<file path="src/rtl/req_priority_encoder.sv">
// Sticky request latch with one-at-a-time index serving over valid/ready.
// Define PRIO_ROUND_ROBIN_EN for rotating priority; default is fixed lowest-index priority.
module req_priority_encoder #(
  parameter int N = 8,
  localparam int IDX_W = (N > 1) ? $clog2(N) : 1
) (
  input  logic             clk,
  input  logic             rst_n,
  input  logic [N-1:0]     in_req,
  input  logic             clr,
  output logic [IDX_W-1:0] out_idx,
  output logic             out_valid,
  input  logic             out_ready,
  output logic [N-1:0]     pending,
  output logic             dup
);

  typedef enum logic [0:0] {IDLE = 1'b0, PRESENT = 1'b1} state_t;

  localparam logic [N-1:0] ONE_HOT0 = {{(N-1){1'b0}}, 1'b1};

  function automatic logic [IDX_W-1:0] select_lowest(input logic [N-1:0] v);
    logic [IDX_W-1:0] idx;
    logic             found;
    idx   = {IDX_W{1'b0}};
    found = 1'b0;
    for (int i = 0; i < N; i++) begin
      if (!found && v[i]) begin
        idx   = IDX_W'(i);
        found = 1'b1;
      end else begin
        found = found;
      end
    end
    return idx;
  endfunction

  state_t           state_r;
  logic [N-1:0]     pending_r;
  logic [IDX_W-1:0] out_idx_r;
  logic             out_valid_r;
  logic             dup_r;

  logic             hs_s;
  logic [N-1:0]     served_s;
  logic [N-1:0]     rem_s;
  logic [IDX_W-1:0] pick_idle_s;
  logic [IDX_W-1:0] pick_rem_s;

  // rem excludes same-cycle requests so a re-requested bit waits its turn.
  assign hs_s     = out_valid_r & out_ready;
  assign served_s = hs_s ? (ONE_HOT0 << out_idx_r) : {N{1'b0}};
  assign rem_s    = pending_r & ~served_s;

`ifdef PRIO_ROUND_ROBIN_EN
  function automatic logic [IDX_W-1:0] select_rr(input logic [N-1:0] v,
                                                 input logic [IDX_W-1:0] ptr);
    logic [IDX_W-1:0] idx;
    logic             found;
    int               j;
    idx   = {IDX_W{1'b0}};
    found = 1'b0;
    for (int i = 0; i < N; i++) begin
      j = (int'(ptr) + i) % N;
      if (!found && v[j]) begin
        idx   = IDX_W'(j);
        found = 1'b1;
      end else begin
        found = found;
      end
    end
    return idx;
  endfunction

  logic [IDX_W-1:0] rr_ptr_r;
  logic [IDX_W-1:0] next_ptr_s;

  // Back-to-back picks already search from the advanced pointer.
  assign next_ptr_s  = (out_idx_r == IDX_W'(N - 1)) ? {IDX_W{1'b0}} : out_idx_r + IDX_W'(1);
  assign pick_idle_s = select_rr(pending_r, rr_ptr_r);
  assign pick_rem_s  = select_rr(rem_s, next_ptr_s);

  // Rotation pointer advances past each accepted index; a flush leaves it alone.
  always_ff @(posedge clk or negedge rst_n) begin
    if (!rst_n) begin
      rr_ptr_r <= {IDX_W{1'b0}};
    end else if (!clr && hs_s) begin
      rr_ptr_r <= next_ptr_s;
    end else begin
      rr_ptr_r <= rr_ptr_r;
    end
  end
`else
  assign pick_idle_s = select_lowest(pending_r);
  assign pick_rem_s  = select_lowest(rem_s);
`endif

  // Pending latch, duplicate detection and the IDLE/PRESENT offer state machine.
  always_ff @(posedge clk or negedge rst_n) begin
    if (!rst_n) begin
      state_r     <= IDLE;
      pending_r   <= {N{1'b0}};
      out_idx_r   <= {IDX_W{1'b0}};
      out_valid_r <= 1'b0;
      dup_r       <= 1'b0;
    end else if (clr) begin
      state_r     <= IDLE;
      pending_r   <= {N{1'b0}};
      out_valid_r <= 1'b0;
      dup_r       <= 1'b0;
    end else begin
      pending_r <= rem_s | in_req;
      dup_r     <= |(in_req & rem_s);
      case (state_r)
        IDLE: begin
          if (pending_r != {N{1'b0}}) begin
            out_idx_r   <= pick_idle_s;
            out_valid_r <= 1'b1;
            state_r     <= PRESENT;
          end else begin
            out_valid_r <= 1'b0;
          end
        end
        PRESENT: begin
          if (hs_s) begin
            if (rem_s != {N{1'b0}}) begin
              out_idx_r <= pick_rem_s;
            end else begin
              out_valid_r <= 1'b0;
              state_r     <= IDLE;
            end
          end else begin
            out_idx_r <= out_idx_r;
          end
        end
        default: begin
          out_valid_r <= 1'b0;
          state_r     <= IDLE;
        end
      endcase
    end
  end

  assign out_idx   = out_idx_r;
  assign out_valid = out_valid_r;
  assign pending   = pending_r;
  assign dup       = dup_r;

endmodule

</file>
<file path="config.mk">
export PLATFORM = sky130hd
export DESIGN_NAME = req_priority_encoder
export DESIGN_NICKNAME = d
export VERILOG_FILES = /design/src/rtl/req_priority_encoder.sv
export SDC_FILE = /design/constraint.sdc
export NUM_CORES = 1
export LEC_CHECK = 0
export CAP_MARGIN = 20
export CORE_MARGIN = 4
export CORE_UTILIZATION = 45
export DETAILED_ROUTE_END_ITERATION = 12
export MAX_ROUTING_LAYER = met4
export PLACE_DENSITY = 0.75
export SYNTH_ARGS = -nofsm -noshare
export SYNTH_HDL_FRONTEND = slang
export SYNTH_SLANG_ARGS = --single-unit
export TNS_END_PERCENT = 100
</file>
<file path="constraint.sdc">
create_clock -name clk -period 2.9 [get_ports clk]
set_clock_uncertainty 0.2 [all_clocks]
set_input_delay 0.29 -clock clk [delete_from_list [all_inputs] [get_ports clk]]
set_output_delay 0.29 -clock clk [all_outputs]
set_load 0.05 [all_outputs]
</file>
==> impl_metrics.ini, run 1 <==
[synth]
ys.flop_type = dfrtp_1
yosys_warnings = 0
synth_top_area_cell = dfrtp_1
synth.cell_area_um2 = 803
syn_area_per_cell_um2 = 8.46
synth_edf_count = 0
synth_cells = 95
ys_types = 30
synth_fp_nets = 107
async_flop_share_pct = 100
synth_top_area_share_pct = 43.6
synth-seq-cells = 14
yosys-top-cells-area = dfrtp_1, a21oi_1, nor2_1
seq_area_frac_synth_pct = 43.6

[drt]
detail_route.wl_per_cell_um = 14.7
vias = 818
drtAntennaViolNets = 0
top_layer_used = met4
dr.pass1.iters = 4
totalWireLength_mm = 2.15
wl_met2_mm = 1.03
drt-initial-drc-count = 12
vias_per_cell = 5.60
drt-met1-wl_um = 950
drc_errors = 0
route.met3.wl_um = 112

[placed_design]
routabilityCongestion = 0.823
port_buffers = 24
dp_hpwl_mm = 1.67

[floorplan]
start_util_pct = 47.0
dieHeight_um = 50.3
io_pins = 25
core_um2 = 1710
die_x_um = 50.3
die-area_um2 = 2530
rows = 15

[timing]
rsz0062_at_grt = false
finalCritPeriodShare_pct = 79.9
slew_violations = 0
setup_viol = 0
slew_headroom_pct = 57.9
post-route-min-period_ns = 2.32
whs_ns = 0.191
tightest_slew_ns = 0.630
hold_viol_final = 0
fmax_mhz = 431
tns_ns = 0

[power]
power_density_nw_per_um2 = 546
power_mw = 0.603
max-vdd-ir-drop_uv = 416
p_leak_nw = 0.447

[clock_tree]
cts_tree = yes
cts.clk_slew.worst_paths_ns = 0.08
root_buffer = clkbuf_4
cts_setup_buffers = 0
cts_hold_buf = 0
cts_made_buffers = 3
insertion_delay_ns = 0.28
cts_buffer_depth = 2
cts-htree-levels = 1
clock_sinks = 14
ctsResizeCount = 0

[layout]
fin_util_pct = 64.6
multiInputGateArea_um2 = 427
final_common_cell = clkdlybuf4s50_1
area_growth_pct = 37.4
n_fill_cell = 147
final_layout_size_suffix_gt1_share_pct = 4.96
antenna_cells = 0
seqCellArea_um2 = 350
nNetsFinal = 134
mostFrequentLayoutCells = clkdlybuf4s50_1, nor2_1, dfrtp_1

[worst_setup_path]
setup.worst_path.start = out_ready
critPathLaunchType = input pin
cp.required_ns = 2.87
crit_fanout = 6
crit_type = in2reg
cp-end-kind = flop
rr_worst_depth = 6
r2r-start = out_idx[0]$_DFFE_PN0P_
cp.arrival_ns = 2.29

[run_status]
status = completed

[worst_hold_path]
hold_path.class = in2async

[global_route]
track_usage_pct = 20.0
grt_max_degree = 15
grt.overflow.total = 0
grt_pass1_wl_mm = 3.70
antenna_found_initial = 0
grt_pass1_vias = 796

[flow_run]
maxCapViolations = 0
==> report_power, final <==
group / leakage, nW / total, mW / switching, mW / internal, mW
registers: 0.172 / 0.245 / 0.0295 / 0.215
logic: 0.254 / 0.218 / 0.134 / 0.0831
clock network: 0.0210 / 0.140 / 0.0640 / 0.0765
total: 0.447 / 0.603 / 0.228 / 0.375
==> sequential cells by signal (all words and copies together) (netlist names) <==
register	count
dup	1
out_idx	3
out_valid	1
pending	8
state_r	1
==> logic make-up after synthesis <==
group,after synthesis,share of synthesized area [%]
compound gates,35,28.7
flops,14,43.6
simple gates,38,23.2
mux,1,1.25
buf+inv,7,3.27
==> stage by stage <==
step | area, um^2 | instances | setup slack (ns)
after floorplan | 803 | 95 | 0.525
after CTS | 1100 | 146 | 0.606
after global placement | 1070 | 142 | 0.370
after global routing | 1100 | 146 | 0.480
final | 1100 | 146 | 0.582
after detailed placement | 1070 | 142 | 0.319
==> worst paths after layout <==
check	to	slack, ns
setup / recovery	out_idx[0]$_DFFE_PN0P_	0.58
hold / removal	state_r$_DFF_PN0_	0.19
setup reg to reg	out_idx[0]$_DFFE_PN0P_	0.64
hold reg to reg	out_idx[0]$_DFFE_PN0P_	0.37
max in group asynchronous	dup$_DFF_PN0_	1.90
min in group clk	pending[7]$_DFF_PN0_	0.36
==> final cells by class <==
cell class | instances | area share, %
Sequential cell | 14 | 31.7
Timing Repair Buffer | 24 | 21.8
Clock buffer | 4 | 3.29
Multi-Input combinational cell | 74 | 38.7
Inverter | 5 | 1.70
Tap cell | 25 | 2.83
==> cells in the mapped netlist (2+ instances only) <==
library cell  number
nor3_1             4
a221oi_1           2
nor4_1             2
o21ai_0            5
dfrtp_1           14
nand2_1            5
o21bai_1           2
a21oi_1           12
nand2b_1           3
o31a_1             2
o21a_1             4
nor2_1            16
nand3_1            2
inv_1              5
a21o_1             2
==> worst max-delay path, cell delays in order <==
cell and delay, ns:
clkdlybuf4s50_1 0.53, nand3b_1 0.20, o21a_1 0.29, or4_4 0.54
o21ai_2 0.12, a21oi_1 0.11, o32a_1 0.20
==> per-layer routing <==
metal | global-route usage [%] | vias up
met5 | - | -
li1 | - | 402
met4 | 9.68 | 0
met3 | 3.56 | 8
met2 | 31.1 | 27
met1 | 25.0 | 381
Note: power is estimated with default switching activity, not from simulation.
==> inputs of run 2 (changes only) <==
- clock period: 2.9 -> 2.3 ns (I/O delays scaled with it)
==> run 2 against run 1 <==
Non-clock buffer count increased by 10. Final cell count increased by 6.8%. Core utilization increased by 4.6 points. Sequential power increased by 27%. Clock power increased by 25%. Combinational power increased by 34%. Largest cell class unchanged.
==> impl_metrics.ini, run 2 (synthesized netlist as in run 1, its figures left out) <==
[worst_setup_path]
cpPeakStageDelay_ns = 0.43
crit_type = reg2reg
cp.required_ns = 2.26
cp-end-kind = flop
cp.arrival_ns = 2.12
rrSetupSlack_ns = 0.14
crit_fanout = 4
rr_worst_depth = 7
critPathLaunchType = flop
worst_path_max_delay_cell = dfrtp_2
cp_cell_sequence = nand3b_1 > buf_4 > o21ai_0 > nand2_1 > a311o_1 > a31oi_1 > mux2i_1

[global_route]
grt_max_degree = 15
track_usage_pct = 20.4
grt_pass1_vias = 856
grt.overflow.total = 0
grt_pass1_wl_mm = 3.86
antenna_found_initial = 0

[power]
switching_share_pct = 37.2
p_leak_nw = 0.492
max-vdd-ir-drop_uv = 443
power_density_nw_per_um2 = 658
p_clk_share_pct = 22.4
intPower_mw = 0.489
combinationalPowerShare_pct = 37.7
power_switching_mw = 0.290
power.share.sequential_pct = 39.9

[clock_tree]
cts-htree-levels = 1
insertion_delay_ns = 0.27
clock_sinks = 14
root_buffer = clkbuf_4
cts_tree = yes
cts_setup_buffers = 0
cts_buffer_depth = 2
ctsResizeCount = 0
cts_made_buffers = 3
cts_hold_buf = 0
cts.clk_slew.worst_paths_ns = 0.08

[worst_hold_path]
hold_path.class = in2async

[floorplan]
rows = 15
die_x_um = 50.3
dieHeight_um = 50.3
start_util_pct = 47.0
io_pins = 25
core_um2 = 1710
die-area_um2 = 2530

[drt]
drt-initial-drc-count = 20
drc_errors = 0
drtAntennaViolNets = 0
vias_per_cell = 5.55
totalWireLength_mm = 2.26
dr.pass1.iters = 4
vias = 866
detail_route.wl_per_cell_um = 14.5

[run_status]
status = completed

[layout]
n_fill_cell = 139
largest_reg_flops = 8
mostFrequentLayoutCells = clkdlybuf4s50_1, nor2_1, a21oi_1
multiInputGateArea_um2 = 427
area_growth_pct = 47.2
final_layout_size_suffix_gt1_share_pct = 14.5
antenna_cells = 0
seqCellArea_um2 = 354
nNetsFinal = 144
final_common_cell = clkdlybuf4s50_1
post-route-cell-area_um2 = 1180

[placed_design]
place_area_um2 = 1150
routabilityCongestion = 0.824
post-place-ws_ns = -0.0933
port_buffers = 24
dp_hpwl_mm = 1.79

[timing]
slew_headroom_pct = 56.2
setup_ws_ns = 0.140
rsz0062_at_grt = false
tightest_slew_ns = 0.655
post-route-min-period_ns = 2.16
setup_viol = 0
hold_viol_final = 0
finalCritPeriodShare_pct = 93.9
slew_violations = 0
fmax_mhz = 463

[flow_run]
maxCapViolations = 0
-- run 2: cell types whose count changed in the layout (fill, tap and decap cells not counted), sizes merged --
cell  change
buf      +10
-- run 2: path summary, 6_finish.rpt --
check	startpoint	end
min in group clk	in_req[7]	pending[7]$_DFF_PN0_
min reg2reg	out_idx[0]$_DFFE_PN0P_	out_idx[0]$_DFFE_PN0P_
min	rst_n	pending[3]$_DFF_PN0_
max reg2reg	out_idx[0]$_DFFE_PN0P_	out_idx[1]$_DFFE_PN0P_
max in group asynchronous	rst_n	out_idx[2]$_DFFE_PN0P_
max	out_idx[0]$_DFFE_PN0P_	out_idx[1]$_DFFE_PN0P_
-- run 2: stage by stage --
step | power (mW) | hold WS (ns) | utilization (%) | instances | setup TNS, ns
after detailed placement | 0.608 | 0.353 | 67.1 | 152 | -0.212
after global routing | 0.822 | 0.183 | 69.2 | 156 | 0
after CTS | 0.781 | 0.163 | 69.2 | 156 | 0
after floorplan | 0.485 | -0.266 | - | 95 | 0
final | 0.778 | 0.152 | 69.2 | 156 | 0
after global placement | 0.604 | 0.330 | 67.1 | 152 | -0.157
-- run 2: critical path, delay by kind of cell (launching register included) --
kind                   cells  cell delay, ns
DFF                        1            0.43
buffers and inverters      1            0.18
and+or+nand+nor            2            0.32
AOI/OAI and AO/OA          3            0.82
muxes                      1            0.10
-- run 2: layout make-up --
class	instances	share of cell area, %
Timing Repair Buffer	34	26.7
Tap cell	25	2.65
Inverter	5	1.59
Multi-Input combinational cell	74	36.1
Sequential cell	14	29.9
Clock buffer	4	3.07
-- run 2: layer usage --
layer	wire [um]	vias up	GRT usage [%]
met1	1040	413	25.9
li1	-	423	-
met2	1090	28	33.7
met5	0	-	-
met4	17	0	6.91
met3	104	2	2.08
-- run 2: power by group through the flow --
stage / combinational [mW] / clock (mW) / sequential (mW)
final: 0.293 / 0.175 / 0.310
after global routing: 0.313 / 0.193 / 0.316
after CTS: 0.294 / 0.177 / 0.310
after detailed placement: 0.293 / 0 / 0.315
after global placement: 0.289 / 0 / 0.314
after floorplan: 0.0942 / 0 / 0.391
